[src/rtl/bludger_scheduler_pkg.sv]
// Shared types and sizing helpers for the bludger scheduler.
package bludger_scheduler_pkg;

  typedef enum logic [1:0] {
    ST_IDLE     = 2'd0,
    ST_HIT      = 2'd1,
    ST_COOLDOWN = 2'd2
  } state_t;

  localparam int unsigned N_PLAYERS_DEFAULT = 4;

  function automatic int unsigned max_u(input int unsigned a, input int unsigned b);
    return (a > b) ? a : b;
  endfunction

  // Bits needed to index/count up to v-1; never less than one bit.
  function automatic int unsigned width_of(input int unsigned v);
    return (v > 1) ? $clog2(v) : 1;
  endfunction

endpackage

[src/rtl/rr_arbiter.sv]
// Combinational round-robin pick: first requester after the last grant, wrapping.
module rr_arbiter
  import bludger_scheduler_pkg::*;
#(
  parameter int unsigned N  = N_PLAYERS_DEFAULT,
  parameter int unsigned IW = width_of(N)
) (
  input  logic [N-1:0]  i_req,
  input  logic [IW-1:0] i_last,
  output logic [N-1:0]  o_grant_c,
  output logic [IW-1:0] o_idx_c,
  output logic          o_valid_c
);

  int unsigned w_cand;

  always_comb begin
    o_grant_c = '0;
    o_idx_c   = '0;
    o_valid_c = 1'b0;
    w_cand    = 0;
    for (int unsigned k = 1; k <= N; k++) begin
      w_cand = (32'(i_last) + k) % N;
      if (!o_valid_c && i_req[IW'(w_cand)]) begin
        o_valid_c = 1'b1;
        o_idx_c   = IW'(w_cand);
        o_grant_c = N'(1) << w_cand;
      end
    end
  end

endmodule

[src/rtl/bludger_scheduler.sv]
// Grants the single bludger to one player at a time, with hold watchdog and cooldown.
module bludger_scheduler
  import bludger_scheduler_pkg::*;
#(
  parameter int unsigned N_PLAYERS       = N_PLAYERS_DEFAULT,
  parameter int unsigned COOLDOWN_CYCLES = 100000000,
  parameter int unsigned MAX_HOLD_CYCLES = 600000000
) (
  input  logic                             clk,
  input  logic                             rst_n,
  input  logic                             game_active,
  input  logic [N_PLAYERS-1:0]             hit_req,
  input  logic [N_PLAYERS-1:0]             clean_bludge,
  output logic [N_PLAYERS-1:0]             bludged,
  output logic [width_of(N_PLAYERS)-1:0]   target,
  output logic                             busy,
  output logic                             fault
);

  localparam int unsigned TW = width_of(N_PLAYERS);
  localparam int unsigned CW = width_of(max_u(COOLDOWN_CYCLES, MAX_HOLD_CYCLES));
  localparam logic [CW-1:0] HOLD_LAST = CW'(MAX_HOLD_CYCLES - 1);
  localparam logic [CW-1:0] COOL_LOAD = CW'(COOLDOWN_CYCLES - 1);

  state_t                r_state, w_state_nxt;
  logic [N_PLAYERS-1:0]  r_bludged, w_bludged_nxt;
  logic [TW-1:0]         r_target, w_target_nxt;
  logic                  r_fault, w_fault_nxt;
  logic                  r_busy;
  logic [CW-1:0]         r_hold_cnt, w_hold_nxt;
  logic [CW-1:0]         r_cd_cnt, w_cd_nxt;

  logic [N_PLAYERS-1:0]  w_grant;
  logic [TW-1:0]         w_grant_idx;
  logic                  w_grant_vld;
  logic                  w_clean_tgt;

  rr_arbiter #(
    .N  (N_PLAYERS),
    .IW (TW)
  ) u_rr (
    .i_req     (hit_req),
    .i_last    (r_target),
    .o_grant_c (w_grant),
    .o_idx_c   (w_grant_idx),
    .o_valid_c (w_grant_vld)
  );

  assign w_clean_tgt = clean_bludge[r_target];

  // Next-state logic; abort has top priority, then clean release over watchdog.
  always_comb begin
    w_state_nxt   = r_state;
    w_bludged_nxt = r_bludged;
    w_target_nxt  = r_target;
    w_fault_nxt   = r_fault;
    w_hold_nxt    = r_hold_cnt;
    w_cd_nxt      = r_cd_cnt;
    if (!game_active) begin
      w_state_nxt   = ST_IDLE;
      w_bludged_nxt = '0;
      w_hold_nxt    = '0;
      w_cd_nxt      = '0;
    end else begin
      case (r_state)
        ST_IDLE: begin
          if (w_grant_vld) begin
            w_state_nxt   = ST_HIT;
            w_bludged_nxt = w_grant;
            w_target_nxt  = w_grant_idx;
            w_hold_nxt    = '0;
          end
        end
        ST_HIT: begin
          if (w_clean_tgt || (r_hold_cnt == HOLD_LAST)) begin
            w_state_nxt   = ST_COOLDOWN;
            w_bludged_nxt = '0;
            w_hold_nxt    = '0;
            w_cd_nxt      = COOL_LOAD;
            if (!w_clean_tgt) w_fault_nxt = 1'b1;
          end else begin
            w_hold_nxt = r_hold_cnt + CW'(1);
          end
        end
        ST_COOLDOWN: begin
          if (r_cd_cnt == '0) begin
            w_state_nxt = ST_IDLE;
          end else begin
            w_cd_nxt = r_cd_cnt - CW'(1);
          end
        end
        default: begin
          w_state_nxt   = ST_IDLE;
          w_bludged_nxt = '0;
          w_hold_nxt    = '0;
          w_cd_nxt      = '0;
        end
      endcase
    end
  end

  always_ff @(posedge clk or negedge rst_n) begin
    if (!rst_n) begin
      r_state    <= ST_IDLE;
      r_bludged  <= '0;
      r_target   <= TW'(N_PLAYERS - 1);
      r_fault    <= 1'b0;
      r_busy     <= 1'b0;
      r_hold_cnt <= '0;
      r_cd_cnt   <= '0;
    end else begin
      r_state    <= w_state_nxt;
      r_bludged  <= w_bludged_nxt;
      r_target   <= w_target_nxt;
      r_fault    <= w_fault_nxt;
      r_busy     <= (w_state_nxt != ST_IDLE);
      r_hold_cnt <= w_hold_nxt;
      r_cd_cnt   <= w_cd_nxt;
    end
  end

  assign bludged = r_bludged;
  assign target  = r_target;
  assign busy    = r_busy;
  assign fault   = r_fault;

endmodule

[config.mk]
export PLATFORM = sky130hd
export DESIGN_NAME = bludger_scheduler
export DESIGN_NICKNAME = d
export VERILOG_FILES = /design/src/rtl/bludger_scheduler_pkg.sv /design/src/rtl/rr_arbiter.sv /design/src/rtl/bludger_scheduler.sv
export SDC_FILE = /design/constraint.sdc
export NUM_CORES = 1
export LEC_CHECK = 0
export CORE_MARGIN = 2
export CORE_UTILIZATION = 35
export CTS_CLUSTER_SIZE = 28
export DETAILED_ROUTE_END_ITERATION = 7
export GPL_TIMING_DRIVEN = 0
export SLEW_MARGIN = 20
export SYNTH_ARGS = -nofsm -noshare
export SYNTH_HDL_FRONTEND = slang
export SYNTH_SLANG_ARGS = --single-unit
[constraint.sdc]
create_clock -name clk -period 2.9 [get_ports clk]
set_clock_uncertainty 0.15 [all_clocks]
set_input_delay 0.58 -clock clk [delete_from_list [all_inputs] [get_ports clk]]
set_output_delay 0.58 -clock clk [all_outputs]
set_load 0.02 [all_outputs]
==> results of run 1 <==
how the worst max path moves through the flow:
stage	from	end
finish	target[0]	r_hold_cnt[25]
global route	target[0]	r_hold_cnt[10]
CTS	target[0]	r_hold_cnt[23]
detailed placement	hit_req[2]	r_hold_cnt[23]
global placement	rst_n	bludged[2]
floorplan	target[0]	r_hold_cnt[29]
cell usage in the layout (no fill, tap or decap), types with 4 or more instances in the layout:
cell,Yosys,routed
sky130_fd_sc_hd__o21ai_0,78,73
sky130_fd_sc_hd__dfrtp_1,68,68
sky130_fd_sc_hd__nor2_1,46,44
sky130_fd_sc_hd__a21oi_1,29,29
sky130_fd_sc_hd__a31oi_1,26,26
sky130_fd_sc_hd__nand2_1,26,26
sky130_fd_sc_hd__buf_4,3,19
sky130_fd_sc_hd__nand3_1,18,18
sky130_fd_sc_hd__clkdlybuf4s50_1,0,17
sky130_fd_sc_hd__inv_1,16,15
sky130_fd_sc_hd__nor3_1,13,12
sky130_fd_sc_hd__ha_1,14,12
sky130_fd_sc_hd__clkbuf_1,13,11
sky130_fd_sc_hd__o21ai_1,7,11
sky130_fd_sc_hd__o31ai_2,2,11
sky130_fd_sc_hd__o31ai_1,25,11
sky130_fd_sc_hd__nor2b_1,10,10
sky130_fd_sc_hd__clkbuf_16,0,10
sky130_fd_sc_hd__nand4_1,9,9
sky130_fd_sc_hd__a221oi_1,7,6
sky130_fd_sc_hd__nand2b_1,5,5
sky130_fd_sc_hd__nor4_1,7,5
sky130_fd_sc_hd__mux4_2,5,5
sky130_fd_sc_hd__buf_2,6,5
sky130_fd_sc_hd__and2_1,5,5
sky130_fd_sc_hd__and4_1,5,5
sky130_fd_sc_hd__o31ai_4,0,5
sky130_fd_sc_hd__nor4b_1,4,4
sky130_fd_sc_hd__a22o_1,4,4
sky130_fd_sc_hd__and3_1,4,4
sky130_fd_sc_hd__bufinv_16,0,4
critical path: cells and delay by family (launching register included):
kind | cells | cell delay (ns)
buffers and inverters | 4 | 0.53
AO/OA/AOI/OAI | 2 | 0.26
flip-flops | 1 | 0.55
multiplexers | 1 | 0.31
adder cells (fa/ha/maj) | 1 | 0.31
AND/OR/NAND/NOR | 2 | 0.66
power by group through the flow:
stage	clock network, W	registers [W]	logic (W)
global placement	0	0.00118	0.00193
CTS	0.00140	0.00114	0.00214
global route	0.00145	0.00115	0.00254
detailed placement	0	0.00118	0.00197
finish	0.00138	0.00114	0.00230
floorplan	0	0.00120	0.00144
cells by family (layout without fill, tap and decap cells):
family,count (synthesis),count (layout),synth area share
compound gates,193,193,0.268
xor+xnor,4,4,0.00792
fa+ha+maj,14,14,0.0396
buf+inv,45,99,0.0529
flops,70,70,0.397
mux,6,6,0.0280
simple gates,172,172,0.206
layer usage:
metal	track usage	share of wire
met5	0	0
met4	0.0683	0.017
met3	0.0311	0.043
met2	0.269	0.47
met1	0.244	0.47
per-stage QoR:
step                setup TNS (ns)  area, um2  total power (W)
floorplan                    -1.73       4440          0.00264
global placement           -114.23       4830          0.00311
finish                     -0.0202       5590          0.00482
detailed placement          -13.65       4860          0.00315
CTS                              0       5360          0.00468
global route                 -2.94       5590          0.00514
repair_timing:
action | 4_1_cts | 5_1_grt
pin swaps | 3 | 6
hold buffers | 1 | 0
setup endpoints to repair | 45 | 65
gates cloned | 0 | 1
setup buffers | 11 | 6
gates resized for setup | 3 | 42
hold endpoints to repair | 17 | 0
layout make-up:
class | instances | area [um2] | share of cell area
tap | 172 | 215 | 0.0385
inverter | 16 | 63.8 | 0.0114
multi-input combinational | 389 | 2620 | 0.468
buffer | 29 | 191 | 0.0342
timing repair buffer | 38 | 380 | 0.0680
clock inverter | 6 | 133 | 0.0237
sequential | 70 | 1750 | 0.314
clock buffer | 10 | 239 | 0.0427
registers in the layout (all words and copies together) (netlist names):
register / cells
busy: 1
bludged: 4
r_cd_cnt: 30
target: 2
r_hold_cnt: 30
r_state: 2
fault: 1
==> run summary, run 1 <==
In this run, placement finished with an instance count of 695. After floorplanning, the core was sized to cover 12500 um2. The tools report the count of yosys warnings during synthesis as 0. The fraction of final layout cells with drive strength greater than 1 came out at 0.179. The share of async-settable or async-resettable flops after synthesis came out at 1.00.

The part of the total power dissipated in the clock network is 0.286, and the final routed wire length divided by cell count is 15.9 um. Compared with the post-synthesis result, the final layout area differs by 26.5%. By area the synthesized netlist is led by sky130_fd_sc_hd__dfrtp_1 (38%), sky130_fd_sc_hd__o21ai_0 (8.8%), sky130_fd_sc_hd__o31ai_1 (4.2%).

The worst register-to-register path ends at r_hold_cnt[25]. Port buffering added 18 buffers. The worst-case IR drop observed on VDD is 638 uV. The average instance in the mapped netlist occupies 8.77 um2. In this run the horizontal extent of the chip is 116 um. The clock passes through at most 2 buffers. Among all cell types in the netlist, the one instantiated most often is sky130_fd_sc_hd__o21ai_0. The instance count along the most critical hold path works out to 1.

The tools report the non-filler instance count after layout as 730. The synthesized design contains 0 enable-type register cells. The logs give 57 for the number of distinct library cells after synthesis and 0.00298 W for the internal power summed over all cells. STA classifies the critical path startpoint as a flop. For the fmax, the log shows 344 MHz. The worst register-to-register path begins at target[0]. For this run, the leading register cell type out of synthesis is sky130_fd_sc_hd__dfrtp_1. The floorplan has 41 rows.

The first detailed-routing pass ran for 5 iterations. The proportion of total power due to net switching was 0.382. The final reports fail on setup timing. The number of nets in the synthesized netlist is 529. The area of the die was 13500 um2. The logs give 0.355 for the initial core utilization and 0.00184 W for the power dissipated by switching net loads. Counting cells, the worst reg-to-reg path comes to 10. The largest individual stage delay along the critical path comes from the cell sky130_fd_sc_hd__dfstp_2. Entering global routing, the biggest net connects 54 pins. The class of the most critical hold timing path was flop to flop.

For the pin with the worst max-slew slack, the measured transition is 0.822 ns. At the placement stage, the worst setup path has a slack of -0.406 ns. The final clock period utilization by the worst path was 1.00.

Number of primary I/O pins: 19. For the CTS H-tree depth, the log shows 3. After detailed routing, the number of remaining DRC violations is 0. The number of global-route vias before repair is 3802. Final hold analysis gives a worst-case slack of 0.325 ns.

Top-area cell type share of the netlist area: 0.385. For the worst setup path, the data arrival time is 2.97 ns. Summed over all layers, the routed wires come to 11600 um. In this run the most critical hold path is launched from r_cd_cnt[29].

Number of pins with negative max-slew slack in the final report: 0. The power density over the cells was 862 nW/um2; the count of maximum capacitance violations was 0. Share of the core filled with cells: 0.449. The number of antenna violations at the first check in global routing is 0. In this run the vertical extent of the chip is 116 um. The root buffer cell is sky130_fd_sc_hd__clkbuf_16.

The flow ran to the end, but the final reports show violations. The later pin in the worst-skew pair is clocked with a latency of 0.34 ns. In this run the worst path has a maximum fanout of 7.

The relative slew slack came out at 0.447. The overall routing resource usage was 0.174. By startpoint and endpoint, the worst setup path is classified as flop to flop. Setup repair after global routing could not meet its margin everywhere. The logs give -0.006 ns for the reg-to-reg setup timing slack and 18600 um for the global-route wire length before repair. In this design, the stage delay of the slowest critical-path cell is 0.55 ns. The cell count after synthesis was 504.

The standby leakage power was 2.24 nW; the clock slew seen by the registers of the worst setup and hold paths was 0.06 ns. The commonest cells after synthesis are sky130_fd_sc_hd__o21ai_0 (78), sky130_fd_sc_hd__dfrtp_1 (68), sky130_fd_sc_hd__nor2_1 (46), sky130_fd_sc_hd__a21oi_1 (29). The DRC violation total after the first TritonRoute iteration was 261. Traced cell by cell, the critical path runs through buf_8 -> clkinvlp_4 -> ha_4 -> mux4_2 -> or4_4 -> o21ai_4 -> or2_1 -> buf_6 -> clkbuf_16 -> o31ai_4. The worst hold path endpoint is r_cd_cnt[29].

The final worst-path setup slack is -0.00600 ns, and the number of register bits inferred by synthesis is 70. The total half-perimeter wirelength after legalization and detailed placement was 7610 um; the final-report setup violation count was 5. The logs give 578 for the net count of the finished layout and 70 for the TritonCTS sink count. Counting the buffers created by CTS gives 9.

Total count of hold-check failures in the final report: 0. sky130_fd_sc_hd__dfrtp_1 takes more of the synthesized area than any other cell. For the detailed-route via count, the log shows 4141. The sequential fraction of the synthesis area was 0.397; the share of total power in sequential cells was 0.237. For the relative contribution of combinational cells to total power, the log shows 0.477. The tools report the remaining antenna violation count after routing as 0.

Summed over all layers, the global routing overflow is 0. TritonCTS built the clock tree. For the worst setup path, the data required time is 2.96 ns. The number of inserted diodes is 0. The congestion estimate from routability-driven global placement came to 0.856. Endpoint type of the worst setup path: a flop. The routed via count divided by cell count was 5.67. In this run the cell area of the synthesized design comes to 4420 um2. The count of fill cells added during filler insertion was 1154; the final period demand of the worst path was 2.91 ns.
No activity file was read; power rests on OpenSTA's default activity.
==> inputs of run 2 (changes only) <==
MAX_ROUTING_LAYER = met4   (was unset)
clock period = 2.47 ns   (was 2.9 ns; I/O delays follow)
==> run 2 against run 1 <==
Against the previous run: the flow still finishes with violations (setup timing); register-to-register slack lost 0.41 ns; power rose by 15%; via count is 3.3% higher; critical path depth increased by 1; final area rose by 1.5%; routed wire length rose by 4.6%; hold slack gained 0.0073 ns; die area unchanged; first-iteration DRC count increased by 27%; sequential share of layout area is 0.46 points lower; core utilization is 0.67 points higher; largest power group unchanged.
==> run summary, run 2 (synthesis gave the netlist of run 1 again) <==
The flow ran to the end, but the final reports show violations. The final reports fail on setup timing. The total count of hold-check failures in the final report is 0. The final clock period utilization by the worst path is 1.17, and the maximum number of pins on one net before global-route repair is 45. The die width is 116 um.

Using the TritonRoute via totals, the vias-per-cell ratio works out to 5.78. The tree is rooted in a sky130_fd_sc_hd__clkbuf_16. The fraction of final layout cells with drive strength greater than 1 is 0.204, and the number of pins with negative max-slew slack in the final report is 0.

Max-cap violations in this run came to 0. Port buffering added 18 buffers. Setup repair after global routing could not meet its margin everywhere. The worst setup path is captured at a flop. For this run, the top clock speed supported by timing is 346 MHz. The worst path buffer plus inverter count came out at 5.

The most common cell after layout, fill and taps aside was sky130_fd_sc_hd__o21ai_0. Hold is met by 0.333 ns. For this run, design rule violations remaining after detail routing come to 0.

The final routed wire length divided by cell count was 16.4 um. The later pin in the worst-skew pair is clocked with a latency of 0.34 ns. After detailed routing, the total wire length is 12200 um.

The instance count along the most critical hold path was 1; the DRC violation total after the first TritonRoute iteration was 332. For the overall routing resource usage, the log shows 0.190. Detailed placement ended at an HPWL of 7740 um. The number of antenna diodes in the final layout is 0. The tools report the net count of the finished layout as 588. The number of placed instances, taps included was 695. Summed over all cells, the static leakage comes to 2.27 nW. The run gives 12500 um2 as the placeable core region. Setup violations remaining at the end of the flow were counted as 67. The clock tree synthesis step divided the H-tree into 3 levels.

Type of the worst setup path: flop to flop. The detail route stage leaves a number of antenna-violating nets equal to 0. 19 I/O pins were placed. The first detailed-routing pass took 8 iterations. The signal arrival time at the worst endpoint was 2.95 ns; the non-filler instance count after layout was 740. Timing analysis after detailed placement gives a worst setup slack of -0.746 ns. Along the worst path, the maximum fanout reaches 5. In the layout the commonest cells are sky130_fd_sc_hd__o21ai_0 (73), sky130_fd_sc_hd__dfrtp_1 (68), sky130_fd_sc_hd__nor2_1 (43). The critical path goes through buf_8 -> clkinvlp_4 -> ha_4 -> mux4_2 -> or4_4 -> o21ai_4 -> or2_1 -> buf_6 -> buf_6 -> buf_12 -> o31ai_2. Measured along the y axis, the die boundary spans 116 um.

The remaining global-route overflow came out at 0. The number of antenna violations at the first check in global routing came out at 0. Detailed-route via count: 4277. The tools report the worst-case clock buffer depth as 2.

The number of cells on the worst reg-to-reg path is 11. The initial core utilization is 0.355, and the largest stage delay on the critical path is 0.55 ns. STA classifies the critical path startpoint as a flop. The site row count is 41. The tightest min-delay check is of the flop to flop type. Final weighted congestion in routability-driven placement: 0.863.

Cell type group with the largest total delay on the critical path: simple AND/OR/NAND/NOR gates. The number of global-route vias before repair is 4056, and the critical path depth in cells is 11. The worst ir drop on vdd is 587 uV. The global-route wire length before repair is 19800 um, and the clock slew seen by the registers of the worst setup and hold paths is 0.06 ns. Final sum of negative setup slack: -19.13 ns. Master of the slowest instance on the critical path: sky130_fd_sc_hd__dfstp_2.

TritonCTS created 9 clock buffers. At the pin with the least slew margin, the transition time is 0.868 ns. For the finished layout, the period the worst path requires is 2.89 ns. The floorplan step defined a die boundary enclosing 13500 um2. The synthesis-to-layout area growth was 28.4%.

TritonCTS built the clock tree. The logs give 0.417 for the relative slew slack and 1165 for the count of fill cells added during filler insertion. In this run the power density over the cells is 980 nW/um2. Counting stages on the worst path, the most repeated cell is sky130_fd_sc_hd__buf_6.

The tree built by TritonCTS fans out to 70 sinks. For the final worst-path setup slack, the log shows -0.418 ns. The worst endpoint required time came out at 2.53 ns.
run 2: cell types whose count changed in the layout (fill, tap and decap cells not counted), moves of 4 or more:
| cell | before | now |
|---|---|---|
| sky130_fd_sc_hd__buf_4 | 19 | 24 |
| sky130_fd_sc_hd__o21ai_1 | 11 | 7 |
| sky130_fd_sc_hd__o31ai_4 | 5 | 1 |
| sky130_fd_sc_hd__buf_6 | 2 | 9 |
| sky130_fd_sc_hd__o31ai_1 | 11 | 18 |
| sky130_fd_sc_hd__o21ai_2 | 3 | 7 |
run 2: power breakdown:
part,switching (W),internal [W],leakage [nW]
Clock,0.000518,0.000835,0.144
Combinational,0.00163,0.00123,1.16
Sequential,0.0000882,0.00126,0.965
run 2: worst paths after layout:
path | end | slack, ns | start
worst max-delay path | r_hold_cnt[28] | -0.42 | target[0]
worst min-delay path | r_hold_cnt[29] | 0.33 | r_hold_cnt[29]
worst max register to register | r_hold_cnt[28] | -0.42 | target[0]
worst min register to register | r_hold_cnt[29] | 0.33 | r_hold_cnt[29]
max in group asynchronous | target[1] | 1.08 | rst_n
min in group asynchronous | r_cd_cnt[9] | 0.48 | rst_n
run 2: layout make-up:
cell class                 instances  area [um2]  share of cell area
multi-input combinational        389        2610               0.459
sequential                        70        1750               0.309
timing repair buffer              48         489              0.0862
clock buffer                      11         253              0.0445
buffer                            29         234              0.0412
tap                              172         215              0.0379
inverter                          16        67.6              0.0119
clock inverter                     5        57.6              0.0101
run 2: metrics by stage:
stage	utilization	cell area [um2]	power, W
5_1_grt	0.455	5680	0.00592
4_1_cts	0.443	5520	0.00544
2_1_floorplan	-	4440	0.00310
3_3_place_gp	0.388	4830	0.00365
6_report	0.455	5680	0.00556
3_5_place_dp	0.390	4860	0.00371
run 2: repair_timing:
item / 4_1_cts / 5_1_grt
endpoints found under the setup margin: 68 / 67
endpoints found under the hold margin: 25 / 0
setup buffers: 21 / 6
hold buffers: 1 / 0
gates cloned: 1 / 1
resized for setup: 36 / 32
pin swaps: 5 / 7
run 2: metal layers:
layer | up-vias | global-route usage | share of wire
met1 | 2125 | 0.248 | 0.45
met5 | - | - | 0
met4 | 0 | 0.0754 | 0.020
met3 | 25 | 0.0358 | 0.037
li1 | 2014 | - | -
met2 | 113 | 0.294 | 0.49
==> inputs of run 3 (changes only) <==
CTS_CLUSTER_SIZE = unset   (was 28)
SYNTH_HIERARCHICAL = 1   (was unset)
==> run 3 against run 2 <==
Against the previous run: the run still ends with setup timing left; die area up 2.7%; routed wire length up 9.9%; sequential cell count unchanged; synthesized area up 2.8%; largest cell class unchanged; sequential power up 4%.
==> run summary, run 3 <==
The run finished, with violations left. The final reports fail on setup timing. By count the netlist is led by sky130_fd_sc_hd__dfrtp_1 (68), sky130_fd_sc_hd__nor2_1 (42), sky130_fd_sc_hd__o21ai_0 (40), sky130_fd_sc_hd__a21oi_1 (33), sky130_fd_sc_hd__nand2_1 (28). The remaining global-route overflow is 0.

For this run, the detailed router's first-pass iteration total came to 6. The H-tree was split into 3 levels. The tools report the global-route wire length before repair as 21700 um. The mapped netlist covers 4540 um2. The worst-case IR drop observed on VDD is 768 uV. The area growth from synthesis to layout is 34.5%. The clock passes through at most 2 buffers.

For hold timing, the worst endpoint is bludged[1]. The tools report the root buffer cell as sky130_fd_sc_hd__clkbuf_16. After layout, the minimum clock period comes to 2.84 ns.

The final-report setup violation count is 66, and the number of register bits inferred by synthesis is 70. The cell count after synthesis came out at 503. In the final timing run, aggregate negative setup slack is -12.75 ns. The reg-to-reg setup timing slack came out at -0.37 ns.

The total half-perimeter wirelength after legalization and detailed placement was 8240 um. The clock drives 70 sinks. Setup repair after global routing could not meet its margin everywhere. For the minimum hold slack, the log shows 0.359 ns. The worst setup path is of the flop to flop kind.

The logs give 0 for the DRC violation count after routing and 2.50 nW for the standby leakage power. The tools report the area of the die as 13900 um2. For this run, the number of Yosys warnings is 6. The most used flip-flop cell after synthesis is sky130_fd_sc_hd__dfrtp_1.

Die width: 118 um. By area the synthesized netlist is led by sky130_fd_sc_hd__dfrtp_1 (37%), sky130_fd_sc_hd__o31ai_1 (4.5%), sky130_fd_sc_hd__o21ai_0 (4.4%). Share of async-settable or async-resettable flops after synthesis: 1.00. Number of pins with negative max-slew slack in the final report: 0.

Class of the most critical hold timing path: flop to flop. Timing would allow up to 352 MHz. During I/O placement, the number of pins put on the boundary was 19.

The endpoint type of the worst setup path was a flop. Most common cell after layout, fill and taps aside: sky130_fd_sc_hd__dfrtp_1. After detailed placement, the total cell area comes to 4960 um2. The tools report the share of the core filled with cells as 0.482.

The startpoint identified for the worst hold timing path is bludged[1]. Of all nets on the critical path, the largest fanout is 4. Dividing the detail-routed wire length by the instance count gives 17.7 um. The worst register-to-register path ends at r_hold_cnt[9].

Routability-driven placement finished with a final weighted congestion of 0.915. Final clock period utilization by the worst path: 1.15. Entering global routing, the biggest net connects 38 pins.

The netlist uses 68 different library cells. For the number of antenna violations at the first check in global routing, the log shows 0. The top-area cell type share of the netlist area is 0.375, and the mean instance size in the synthesized netlist is 9.03 um2.

The count of nets left with antenna violations once routing finished came out at 0. The initial core utilization was 0.359. Library cell occupying the most area in the post-synthesis netlist: sky130_fd_sc_hd__dfrtp_1. The DRC violation total after the first TritonRoute iteration was 300.

The clock insertion delay at the later pin of the skew report was 0.35 ns; the fraction of final layout cells with drive strength greater than 1 was 0.259. Number of cells on the worst reg-to-reg path: 13. The number of port buffers was 17. The relative slew slack was 0.493. Detailed-route wire length: 13400 um. The tools report the sequential fraction of the synthesis area as 0.386. The finished cells cover 6110 um2.

Placeable core region: 12700 um2. The final worst-path setup slack was -0.371 ns; the overall die height was 118 um. The library cells used most frequently in the layout, excluding fill and tap cells, are sky130_fd_sc_hd__dfrtp_1 (68), sky130_fd_sc_hd__nor2_1 (38), sky130_fd_sc_hd__buf_4 (28).

The tools report the total count of hold-check failures in the final report as 0. After detailed routing, the number of vias per cell comes to 5.90. Yosys mapped a number of flops with a built-in enable equal to 0. Across the run, the number of max-cap violations was 0.

The signal arrival time at the worst endpoint came out at 2.92 ns. The logs give 0.196 for the overall routing resource usage and 528 for the post-synth net total. TritonCTS built the clock tree. The worst endpoint required time was 2.55 ns. The total clock buffers created by CTS is 9. The run gives 4210 as the number of global-route vias before repair. The net count of the finished layout is 604. The tools report the category of the worst setup path launch point as a flop. sky130_fd_sc_hd__dfrtp_1 is the most common cell in the netlist.

The repair_antennas step left the layout with diodes totalling 0. The completed layout was analyzed and its total power is 0.00648 W. For the pin with the worst max-slew slack, the measured transition is 0.753 ns. The initialized floorplan defines 41 standard-cell rows.

Detailed-route via count: 4459. The origin of the critical flop-to-flop path is target[0]. The worst hold path was traced through 2 stages.

In this run the power density over the cells is 1060 nW/um2. Clock-pin slew was measured on the worst setup and hold paths at 0.06 ns.
==> run 3: cell types whose count changed after synthesis, sizes merged, moves of 6 or more <==
cell    before  now
or3          3   14
a22oi        0    8
nand3       18   12
inv         16   22
o21ai       88   45
nor3        13   19
a221oi       8    0
xor2         0    7
==> run 3: logic make-up after synthesis <==
logic type,share of synthesized area
AO/OA/AOI/OAI,0.240
flip-flops,0.386
buffers and inverters,0.0493
AND/OR/NAND/NOR,0.225
adder cells (fa/ha/maj),0.0386
multiplexers,0.0399
XOR/XNOR,0.0212
==> run 3: critical path, stage by stage, from the launching register on <==
cell                         delay (ns)
sky130_fd_sc_hd__dfstp_2           0.56
sky130_fd_sc_hd__buf_8             0.11
sky130_fd_sc_hd__clkinvlp_4        0.10
sky130_fd_sc_hd__ha_4              0.30
sky130_fd_sc_hd__mux4_2            0.34
sky130_fd_sc_hd__nor2_4            0.14
sky130_fd_sc_hd__nand2_2           0.10
sky130_fd_sc_hd__nor2b_4           0.17
sky130_fd_sc_hd__buf_4             0.14
sky130_fd_sc_hd__o21a_4            0.18
sky130_fd_sc_hd__buf_8             0.13
sky130_fd_sc_hd__nor3_1            0.05
sky130_fd_sc_hd__xnor2_1           0.18
sky130_fd_sc_hd__nor2_1            0.07
==> run 3: through the flow <==
step           cells  setup slack [ns]
2_1_floorplan    503            -0.404
3_3_place_gp     692             -1.72
3_5_place_dp     693            -0.777
4_1_cts          743            -0.259
5_1_grt          756            -0.436
6_report         756            -0.371
==> run 3: worst max path at each step <==
stage,from,to,slack [ns],cells after the start
after floorplan,target[0],r_hold_cnt[29],-0.40,11
after global placement,rst_n,r_hold_cnt[15],-1.72,1
after detailed placement,target[0],r_hold_cnt[29],-0.78,11
after CTS,target[0],r_hold_cnt[19],-0.26,11
after global routing,target[0],r_hold_cnt[26],-0.44,12
final,target[0],r_hold_cnt[9],-0.37,13
==> run 3: where the power goes <==
part / total, W / internal (W) / switching [W]
clock network: 0.00135 / 0.000814 / 0.000537
logic: 0.00372 / 0.00164 / 0.00208
registers: 0.00141 / 0.00129 / 0.000121
==> run 3: area by class of cell <==
class	count	area (um2)
flip-flops and latches	70	1750
multi-input cells	388	2870
clock inverters	6	68.8
inverters	22	86.3
fillers	1171	6560
well taps	172	215
clock buffers	10	239
repair buffers	64	653
plain buffers	24	223
==> run 3: timing repair <==
action,4_1_cts,5_1_grt
buffers inserted,29,11
pin swaps,26,20
gates cloned,4,4
setup endpoints to repair,69,69
gates resized for setup,71,62
hold buffers,1,0
hold endpoints to repair,31,0
==> run 3: routing by layer <==
layer	up-vias	global-route usage	wire [um]
li1	2075	-	-
met5	-	-	0
met2	182	0.311	6450
met3	38	0.0315	800
met4	0	0.0708	309
met1	2164	0.255	5800
